===== config.mk =====
export PLATFORM = sky130hd
export DESIGN_NAME = tt_ctrl_select
export DESIGN_NICKNAME = d
export VERILOG_FILES = /design/src/rtl/tt_ctrl_pkg.sv /design/src/rtl/tt_pad_sync.sv /design/src/rtl/tt_ctrl_select.sv
export SDC_FILE = /design/constraint.sdc
export NUM_CORES = 1
export LEC_CHECK = 0
export ABC_AREA = 1
export CORE_ASPECT_RATIO = 1.75
export CORE_MARGIN = 2
export CORE_UTILIZATION = 40
export CTS_CLUSTER_SIZE = 12
export DETAILED_ROUTE_END_ITERATION = 12
export PLACE_DENSITY = 0.7
export SLEW_MARGIN = 20
export SYNTH_ARGS = -nofsm -noshare
export SYNTH_HDL_FRONTEND = slang
export SYNTH_SLANG_ARGS = --single-unit

===== constraint.sdc =====
create_clock -name clk -period 1.8 [get_ports clk]
set_input_delay 0.36 -clock clk [delete_from_list [all_inputs] [get_ports clk]]
set_output_delay 0.36 -clock clk [all_outputs]
set_load 0.005 [all_outputs]

===== src/rtl/tt_ctrl_pkg.sv =====
// Shared types and defaults for the tt_ctrl_select project-select controller.
package tt_ctrl_pkg;

    typedef enum logic [2:0] {
        ST_OFF,
        ST_PRE,
        ST_UPD,
        ST_POST,
        ST_ON
    } ctrl_state_t;

    typedef enum logic [1:0] {
        PEND_NONE,
        PEND_INC,
        PEND_RST
    } pend_t;

    localparam int GUARD_CYCLES_DEFAULT = 4;

endpackage


===== src/rtl/tt_pad_sync.sv =====
// N-stage synchroniser for one asynchronous pad input; clears to 0 on rst.
module tt_pad_sync #(
    parameter int STAGES = 2
) (
    input  logic clk,
    input  logic rst,
    input  logic i_d,
    output logic o_q
);

    logic [STAGES-1:0] r_sync;

    always_ff @(posedge clk) begin
        if (rst) begin
            r_sync <= '0;
        end else begin
            r_sync <= {r_sync[STAGES-2:0], i_d};
        end
    end

    assign o_q = r_sync[STAGES-1];

endmodule


===== src/rtl/tt_ctrl_select.sv =====
// Project-select controller: synchronised pads drive mux address/enable with break-before-make.
// Optional macro TT_CTRL_SKIP_EMPTY_EN: increments skip slots not populated in PROJ_MASK.
module tt_ctrl_select
    import tt_ctrl_pkg::*;
#(
    parameter int ADDR_W       = 5,
    parameter int NUM_PROJ     = 32,
    parameter int SYNC_STAGES  = 2,
    parameter int GUARD_CYCLES = GUARD_CYCLES_DEFAULT
`ifdef TT_CTRL_SKIP_EMPTY_EN
    ,
    parameter logic [NUM_PROJ-1:0] PROJ_MASK = '1
`endif
) (
    input  logic              clk,
    input  logic              rst,
    input  logic              ctrl_sel_rst_n,
    input  logic              ctrl_sel_inc,
    input  logic              ctrl_ena,
    output logic [ADDR_W-1:0] addr,
    output logic              ena,
    output logic              busy,
    output logic              wrap
);

    localparam logic [ADDR_W-1:0] LAST  = ADDR_W'(NUM_PROJ - 1);
    localparam logic [7:0]        GUARD = 8'(GUARD_CYCLES);
`ifdef TT_CTRL_SKIP_EMPTY_EN
    localparam logic [2**ADDR_W-1:0] MASK_EXT = (2**ADDR_W)'(PROJ_MASK);
`endif

    logic [2:0]        w_pad;
    logic [2:0]        w_pad_s;
    logic              w_sel_rst_n_s;
    logic              w_inc_s;
    logic              w_ena_s;
    logic              w_inc_rise;

    logic              r_inc_d;
    ctrl_state_t       r_state;
    ctrl_state_t       w_state_next;
    pend_t             r_pend;
    pend_t             w_pend_next;
    logic [7:0]        r_cnt;
    logic [7:0]        w_cnt_next;
    logic [ADDR_W-1:0] r_addr;
    logic [ADDR_W-1:0] w_addr_next;
    logic              r_ena;
    logic              r_busy;
    logic              w_upd_done;
    logic              w_wrap;

    assign w_pad = {ctrl_ena, ctrl_sel_inc, ctrl_sel_rst_n};

    for (genvar gi = 0; gi < 3; gi++) begin : g_sync
        tt_pad_sync #(
            .STAGES(SYNC_STAGES)
        ) u_sync (
            .clk (clk),
            .rst (rst),
            .i_d (w_pad[gi]),
            .o_q (w_pad_s[gi])
        );
    end

    assign w_sel_rst_n_s = w_pad_s[0];
    assign w_inc_s       = w_pad_s[1];
    assign w_ena_s       = w_pad_s[2];
    assign w_inc_rise    = w_inc_s & ~r_inc_d;

    // Address step for the UPD state; with skip-empty, UPD repeats until a populated slot is reached.
    always_comb begin
        w_addr_next = r_addr;
        w_upd_done  = 1'b1;
        w_wrap      = 1'b0;
        if (r_state == ST_UPD) begin
            if (r_pend == PEND_RST) begin
                w_addr_next = '0;
            end else if (r_pend == PEND_INC) begin
`ifdef TT_CTRL_SKIP_EMPTY_EN
                if (MASK_EXT == '0) begin
                    w_addr_next = '0;
                end else begin
                    w_addr_next = (r_addr == LAST) ? '0 : r_addr + ADDR_W'(1);
                    w_wrap      = (r_addr == LAST);
                    w_upd_done  = MASK_EXT[w_addr_next];
                end
`else
                w_addr_next = (r_addr == LAST) ? '0 : r_addr + ADDR_W'(1);
                w_wrap      = (r_addr == LAST);
`endif
            end
        end
    end

    // Pending event: a held select-reset wins; an increment only lands in an empty slot.
    always_comb begin
        w_pend_next = r_pend;
        if (r_state == ST_UPD && w_upd_done) begin
            w_pend_next = PEND_NONE;
        end
        if (!w_sel_rst_n_s) begin
            w_pend_next = PEND_RST;
        end else if (w_inc_rise && w_pend_next == PEND_NONE) begin
            w_pend_next = PEND_INC;
        end
    end

    always_comb begin
        w_state_next = r_state;
        w_cnt_next   = r_cnt;
        unique case (r_state)
            ST_OFF: begin
                if (r_pend != PEND_NONE) begin
                    w_state_next = ST_UPD;
                end else if (w_ena_s) begin
                    w_state_next = ST_POST;
                    w_cnt_next   = GUARD;
                end
            end
            ST_ON: begin
                if (r_pend != PEND_NONE) begin
                    w_state_next = ST_PRE;
                    w_cnt_next   = GUARD;
                end else if (!w_ena_s) begin
                    w_state_next = ST_OFF;
                end
            end
            ST_PRE: begin
                if (r_cnt <= 8'd1) begin
                    w_state_next = ST_UPD;
                    w_cnt_next   = '0;
                end else begin
                    w_cnt_next = r_cnt - 8'd1;
                end
            end
            ST_UPD: begin
                if (w_upd_done) begin
                    if (w_ena_s) begin
                        w_state_next = ST_POST;
                        w_cnt_next   = GUARD;
                    end else begin
                        w_state_next = ST_OFF;
                    end
                end
            end
            ST_POST: begin
                if (r_pend != PEND_NONE) begin
                    w_state_next = ST_PRE;
                    w_cnt_next   = GUARD;
                end else if (r_cnt <= 8'd1) begin
                    w_state_next = w_ena_s ? ST_ON : ST_OFF;
                    w_cnt_next   = '0;
                end else begin
                    w_cnt_next = r_cnt - 8'd1;
                end
            end
            default: begin
                w_state_next = ST_OFF;
                w_cnt_next   = '0;
            end
        endcase
    end

    always_ff @(posedge clk) begin
        if (rst) begin
            r_state <= ST_OFF;
            r_pend  <= PEND_NONE;
            r_cnt   <= '0;
            r_addr  <= '0;
            r_inc_d <= 1'b0;
            r_ena   <= 1'b0;
            r_busy  <= 1'b0;
        end else begin
            r_state <= w_state_next;
            r_pend  <= w_pend_next;
            r_cnt   <= w_cnt_next;
            r_addr  <= w_addr_next;
            r_inc_d <= w_inc_s;
            r_ena   <= (w_state_next == ST_ON);
            r_busy  <= (w_state_next == ST_PRE) || (w_state_next == ST_UPD) ||
                       (w_state_next == ST_POST);
        end
    end

    assign addr = r_addr;
    assign ena  = r_ena;
    assign busy = r_busy;
    assign wrap = w_wrap;

endmodule

* Yosys cells after proc, flatten, opt, wreduce, memory -nomap -nowiden
Index checks and enable logic that the tools add are counted.
Storage, ports and cells: register bits after elaboration 27, output and inout port bits 8, logic and storage cells 65, input bits 5
Cells by class: bitwise operators 3, reduce and logical (&&, ||, !) cells 10, order comparisons 1, equality and inequality tests 13, mux-type cells 25, add/sub/neg operators 2
Operators with widths (count):
- 8-bit 2-to-1 mux | 5
- 8-bit one-hot mux with 5 select lines | 1
- 3-bit 2-to-1 mux | 8
- 5-bit 2-to-1 mux | 3
- 3-bit one-hot mux with 5 select lines | 1
- 3-bit by 2-bit equality test with 1-bit output, second input constant | 4
- 8-bit by 1-bit <= comparator with 1-bit output, second input constant | 1
- 2-bit 2-to-1 mux | 4
- 8-bit by 1-bit subtractor with 8-bit output, second input constant | 1
- 3-bit by 1-bit equality test with 1-bit output, second input constant | 2
- 3-bit equality test, second input constant | 2
- 5-bit by 1-bit adder with 5-bit output, second input constant | 1
- 5-bit equality test, second input constant | 1
- 2-bit inequality test, second input constant | 2
- 2-bit AND reduction | 2
- 2-bit nonzero test | 2
- 3-bit zero test | 1
- 1-bit 2-to-1 mux | 3
- 2-bit by 1-bit equality test with 1-bit output, second input constant | 1
- 2-bit equality test, second input constant | 1
- 2-bit zero test | 1
- 1-bit logical OR | 2
- 1-bit inverter | 2
- 2-bit OR reduction | 1
- other kinds (2) | 2

* Logic depth before layout (Yosys ltp)
depth in word-level cells 7, mapped depth 11, gate-level depth less buffers 11

* By module
Synthesis repeated with hierarchy kept, for this count alone.
Second synthesis, totals: cells, all modules 188, area, all modules 1376.3 sq um
By module, submodules not included:
- tt_ctrl_select | seq. area each 420.4 sq um, cells an instance 170, instances 1, area an instance 1211.2 sq um
- tt_pad_sync | seq. area each 40.0 sq um, cells an instance 6, instances 3, area an instance 55.1 sq um

* Least setup slack after synthesis
Ideal clock, no wire load.
path kind flip-flop to flip-flop, start point register r_pend[0], end point register r_cnt[7], arrival 1.337 ns, library setup time 0.064 ns, cell stages (with the launch flop) 12, path buffers 0, clock period less this slack 1.401 ns, required time 1.736 ns, slack 0.399 ns, cell sequence dfxtp_1 inv_1 ha_1 inv_1 nand2_1 nand2_1 nand2_1 nand2_1 inv_2 nand2_1 nand2_2 nor2_1
On the way: word-level cells in the longest chain between the ends 3, elaborated cells between the ends (all ways) 6, classes of those cells eq/ne: 2; mux: 2; reduce/logical: 2
Ends and longest elaborated chain:
- start: declaration | RTL line tt_ctrl_select.sv:42 | pend_t r_pend;
- start signal: assignment | RTL line tt_ctrl_select.sv:176 | r_pend <= w_pend_next;
- 2-bit nonzero test * | RTL line tt_ctrl_select.sv:114, tt_ctrl_select.sv:122, tt_ctrl_select.sv:148
- 8-bit 2-to-1 mux or 2-bit inequality test (tied branches)
- 8-bit one-hot mux with 5 select lines or 2-bit AND reduction (tied branches)
- end signal: assignment | RTL line tt_ctrl_select.sv:177 | r_cnt <= w_cnt_next;
- end: declaration | RTL line tt_ctrl_select.sv:44 | logic [7:0] r_cnt;
Every way passes the cells marked *; elsewhere a longest branch is shown, timed or not. A chain may end at the register's enable or synchronous reset.

* Final worst setup path
start point register r_addr[1] (netlist: addr[1]), end point output wrap
On the way: word-level cells in the longest chain between the ends 4
Ends and longest elaborated chain:
- start: declaration | RTL line tt_ctrl_select.sv:46 | logic [ADDR_W-1:0] r_addr;
- start signal: assignment | RTL line tt_ctrl_select.sv:178 | r_addr <= w_addr_next;
- 5-bit equality test | RTL line tt_ctrl_select.sv:90 | w_wrap = (r_addr == LAST);
- 1-bit 2-to-1 mux | RTL line tt_ctrl_select.sv:79 | end else if (r_pend == PEND_INC) begin
- 1-bit 2-to-1 mux | RTL line tt_ctrl_select.sv:77 | if (r_pend == PEND_RST) begin
- 1-bit 2-to-1 mux | RTL line tt_ctrl_select.sv:76 | if (r_state == ST_UPD) begin
- end: declaration | RTL line tt_ctrl_select.sv:23 | output logic wrap
Every way passes these cells.

==> results by group <==
Run status
  – Outcome: finished clean

Synthesis
  – Top-count cell post-synth: nand2_1
  – Syn_nets: 230
  – Post-synth EDFFs: 0
  – Synth cell types: 25
  – Synth top area cells: dfxtp_1 (37%), nand2_1 (12%), nor2_1 (11%)
  – Post-Synthesis Cell Area: 0.001454 mm²
  – Synthesis-stage register bit count: 27
  – Yosys warnings: 0
  – Synth top cells by count: nand2_1 (48), nor2_1 (44), inv_1 (31), dfxtp_1 (27), nand3_1 (16)
  – Cells after Synth: ~220
  – Share of the yosys chip area belonging to registers: 37.18%
  – Top FF cell, synth: dfxtp_1
  – Ys async rst share: 0%
  – Syn avg cell area: 6.669 µm²
  – Cell taking the most area after synthesis: dfxtp_1
  – Yosys top cell area share: a little under two fifths

Power and ir drop
  – P per Cell Area: 770.2 mW/mm²
  – Pwr Total: 1.347 mW
  – Peak VDD IR: 0.0006573 V
  – Leakage power total: 0.7981 nW

Critical path
  – Worst EP required: 1440 ps
  – CP Launch Type: flop
  – Reg2Reg Setup Slack: roughly 240 ps
  – Crit Path Class: flop to output port
  – Critical Path Sink Type: output port
  – Reg2reg start: r_cnt[0]$_SDFFE_PP0P_
  – RR Endpoint: busy$_SDFF_PP0_
  – CP max FO: 2
  – Setup crit start: addr[1]$_SDFFE_PP0P_
  – Reg2reg path depth: 9
  – Critical Path AT: 1360 ps

STA
  – Fin worst setup slack: 83.29 ps
  – Period utilization: between 90 and 100%
  – Final hold vios: 0
  – Layout Skew: 4.065 ps
  – Setup_tns: 0 ps
  – Fmax: 582.5 MHz
  – Setup violations, final: 0
  – Final Max Tran Viols: 0
  – Hold slack: ~410 ps
  – Slew HR: around three quarters
  – Period minus WS final: 1717 ps
  – Slew @ Worst Pin: 394.9 ps

Detailed routing
  – Drt total wl: 2.964 mm
  – Detailed Routing Iterations Pass 1: 5
  – DRC: 0
  – Via/cell ratio: 4.842
  – Initial drt markers: 28
  – WL per Instance: ~10 µm
  – Post-route ant nets: 0
  – Vias: 1375

Layout
  – Share of cells above drive strength 1: 13.87%
  – Antenna diode count: 0
  – Final core occ: 49.19%
  – Final #Nets: 251
  – Layout fillers: 398
  – Area Overhead vs Synth: 20.31%

Global route
  – Overflow left after global routing: 0
  – Largest net degree at the start of global routing: 18
  – Initial antenna violation count: 0
  – Gr usage total: 15.40%
  – Vias in the first global route: roughly 1300
  – First-pass GRT wire length: 5.168 mm

Clocking
  – Clock sinks: 27
  – Number of buffers created by CTS: 3
  – CTS max path bufs: 2
  – Clock-pin slew on the worst setup and hold paths: roughly 90 ps
  – Clock Latency Late Sink: between 200 and 300 ps
  – Clock H-tree levels: 1
  – Cts hold-fix bufs: 0
  – Root buffer cell: clkbuf_8
  – CTS tree: yes
  – Post-CTS setup buffer count: 0

Placed design
  – I/O Buffers: 12
  – Routability Congestion: 0.9314
  – Place WS: -91.89 ps
  – DPL Wire Length: 2.340 mm

Worst hold path
  – Hold path cells: 2
  – Worst hold path startpoint: g_sync[0].u_sync.r_sync[0]$_SDFF_PP0_
  – Min-Delay Path Class: flop to flop
  – Worst hold path endpoint: g_sync[0].u_sync.r_sync[1]$_SDFF_PP0_

Floorplanning
  – # IOs: 13
  – Die height: between 80 and 90 µm
  – Initial core utilization: 40.89%
  – Num rows: 29
  – Die Area: 0.004152 mm²
  – Die Wd: 49.58 µm
  – Core area: 0.003556 mm²

Job
  – Maximum Capacitance Violations: 0
-- critical path, stage by stage, from the launching register on --
cell     delay (ps)
dfxtp_2         370
ha_4            150
nand2_4          60
nor2_4          100
ha_4            140
nand3_2          60
nor2_1           90
buf_2           110
-- routing by layer --
metal | routed length [µm] | global-route usage (%) | vias to the layer above
li1 | - | - | 725
met1 | 1105 | 13.95 | 617
met2 | 1733 | 30.91 | 27
met3 | 62 | 1.792 | 6
met4 | 62 | 8.333 | 0
met5 | 0 | 0 | -
-- power breakdown --
part           switching [mW]  internal (mW)
sequential             0.0276          0.635
clock                   0.192          0.157
combinational           0.209          0.127
total                   0.428          0.919
-- area by class of cell --
type / instances / area, µm² / share of cell area (%)
clock inverters: 1 / 7.507 / 0.4292
multi-input cells: 152 / 785.8 / 44.92
flip-flops and latches: 27 / 543.0 / 31.04
inverters: 33 / 123.9 / 7.082
well taps: 46 / 57.56 / 3.290
repair buffers: 22 / 190.2 / 10.87
clock buffers: 3 / 41.29 / 2.361
-- logic make-up (layout without fill, tap and decap cells) --
group / after synthesis / in the layout / share of synthesized area [%]
and+or+nand+nor: 126 / 126 / 37.18
buffers and inverters: 39 / 59 / 11.88
DFF: 27 / 27 / 37.18
AOI/OAI and AO/OA: 19 / 19 / 7.745
adders and majority gates: 7 / 7 / 6.024
-- layout by cell type, fill, tap and decap left out, types with 2 or more instances in the layout --
| cell type | instances |
|---|---|
| a21oi_1 | 10 |
| clkbuf_8 | 3 |
| nand4_1 | 6 |
| nor2_2 | 3 |
| ha_1 | 5 |
| ha_4 | 2 |
| nand3_1 | 15 |
| o21ai_0 | 3 |
| nor2_1 | 43 |
| nand2_2 | 3 |
| buf_4 | 10 |
| nor3_1 | 3 |
| inv_1 | 30 |
| inv_2 | 3 |
| dfxtp_1 | 25 |
| dfxtp_2 | 2 |
| nand2_1 | 47 |
| clkdlybuf4s50_1 | 11 |
| nor2_4 | 2 |
| a31oi_1 | 2 |
-- flip-flops by register name, summed over array words and instances, names as in the netlist --
| signal | flops |
|---|---|
| ena | 1 |
| r_inc_d | 1 |
| busy | 1 |
| r_cnt | 8 |
| r_pend | 2 |
| g_sync.u_sync.r_sync | 6 |
| addr | 5 |
| r_state | 3 |
-- metrics by stage --
stage	instances	area [µm²]
after global routing	284	1749
after floorplan	218	1454
final	284	1749
after CTS	284	1719
after global placement	280	1658
after detailed placement	280	1658
-- worst max path at each step --
stage                                  to  slack (ps)  cells past startpoint
global placement                     wrap         -60                      7
detailed placement                   wrap         -90                      7
finish                               wrap          80                      7
global route                         wrap          -2                      7
floorplan           r_cnt[7]$_SDFFE_PP0P_         400                     11
CTS                                  wrap          10                      7
-- timing repair --
item / 4_1_cts / 5_1_grt
setup endpoints to repair: 1 / 4
pin swaps: 2 / 3
resized for setup: 9 / 7
Note: power is estimated with default switching activity, not from simulation.
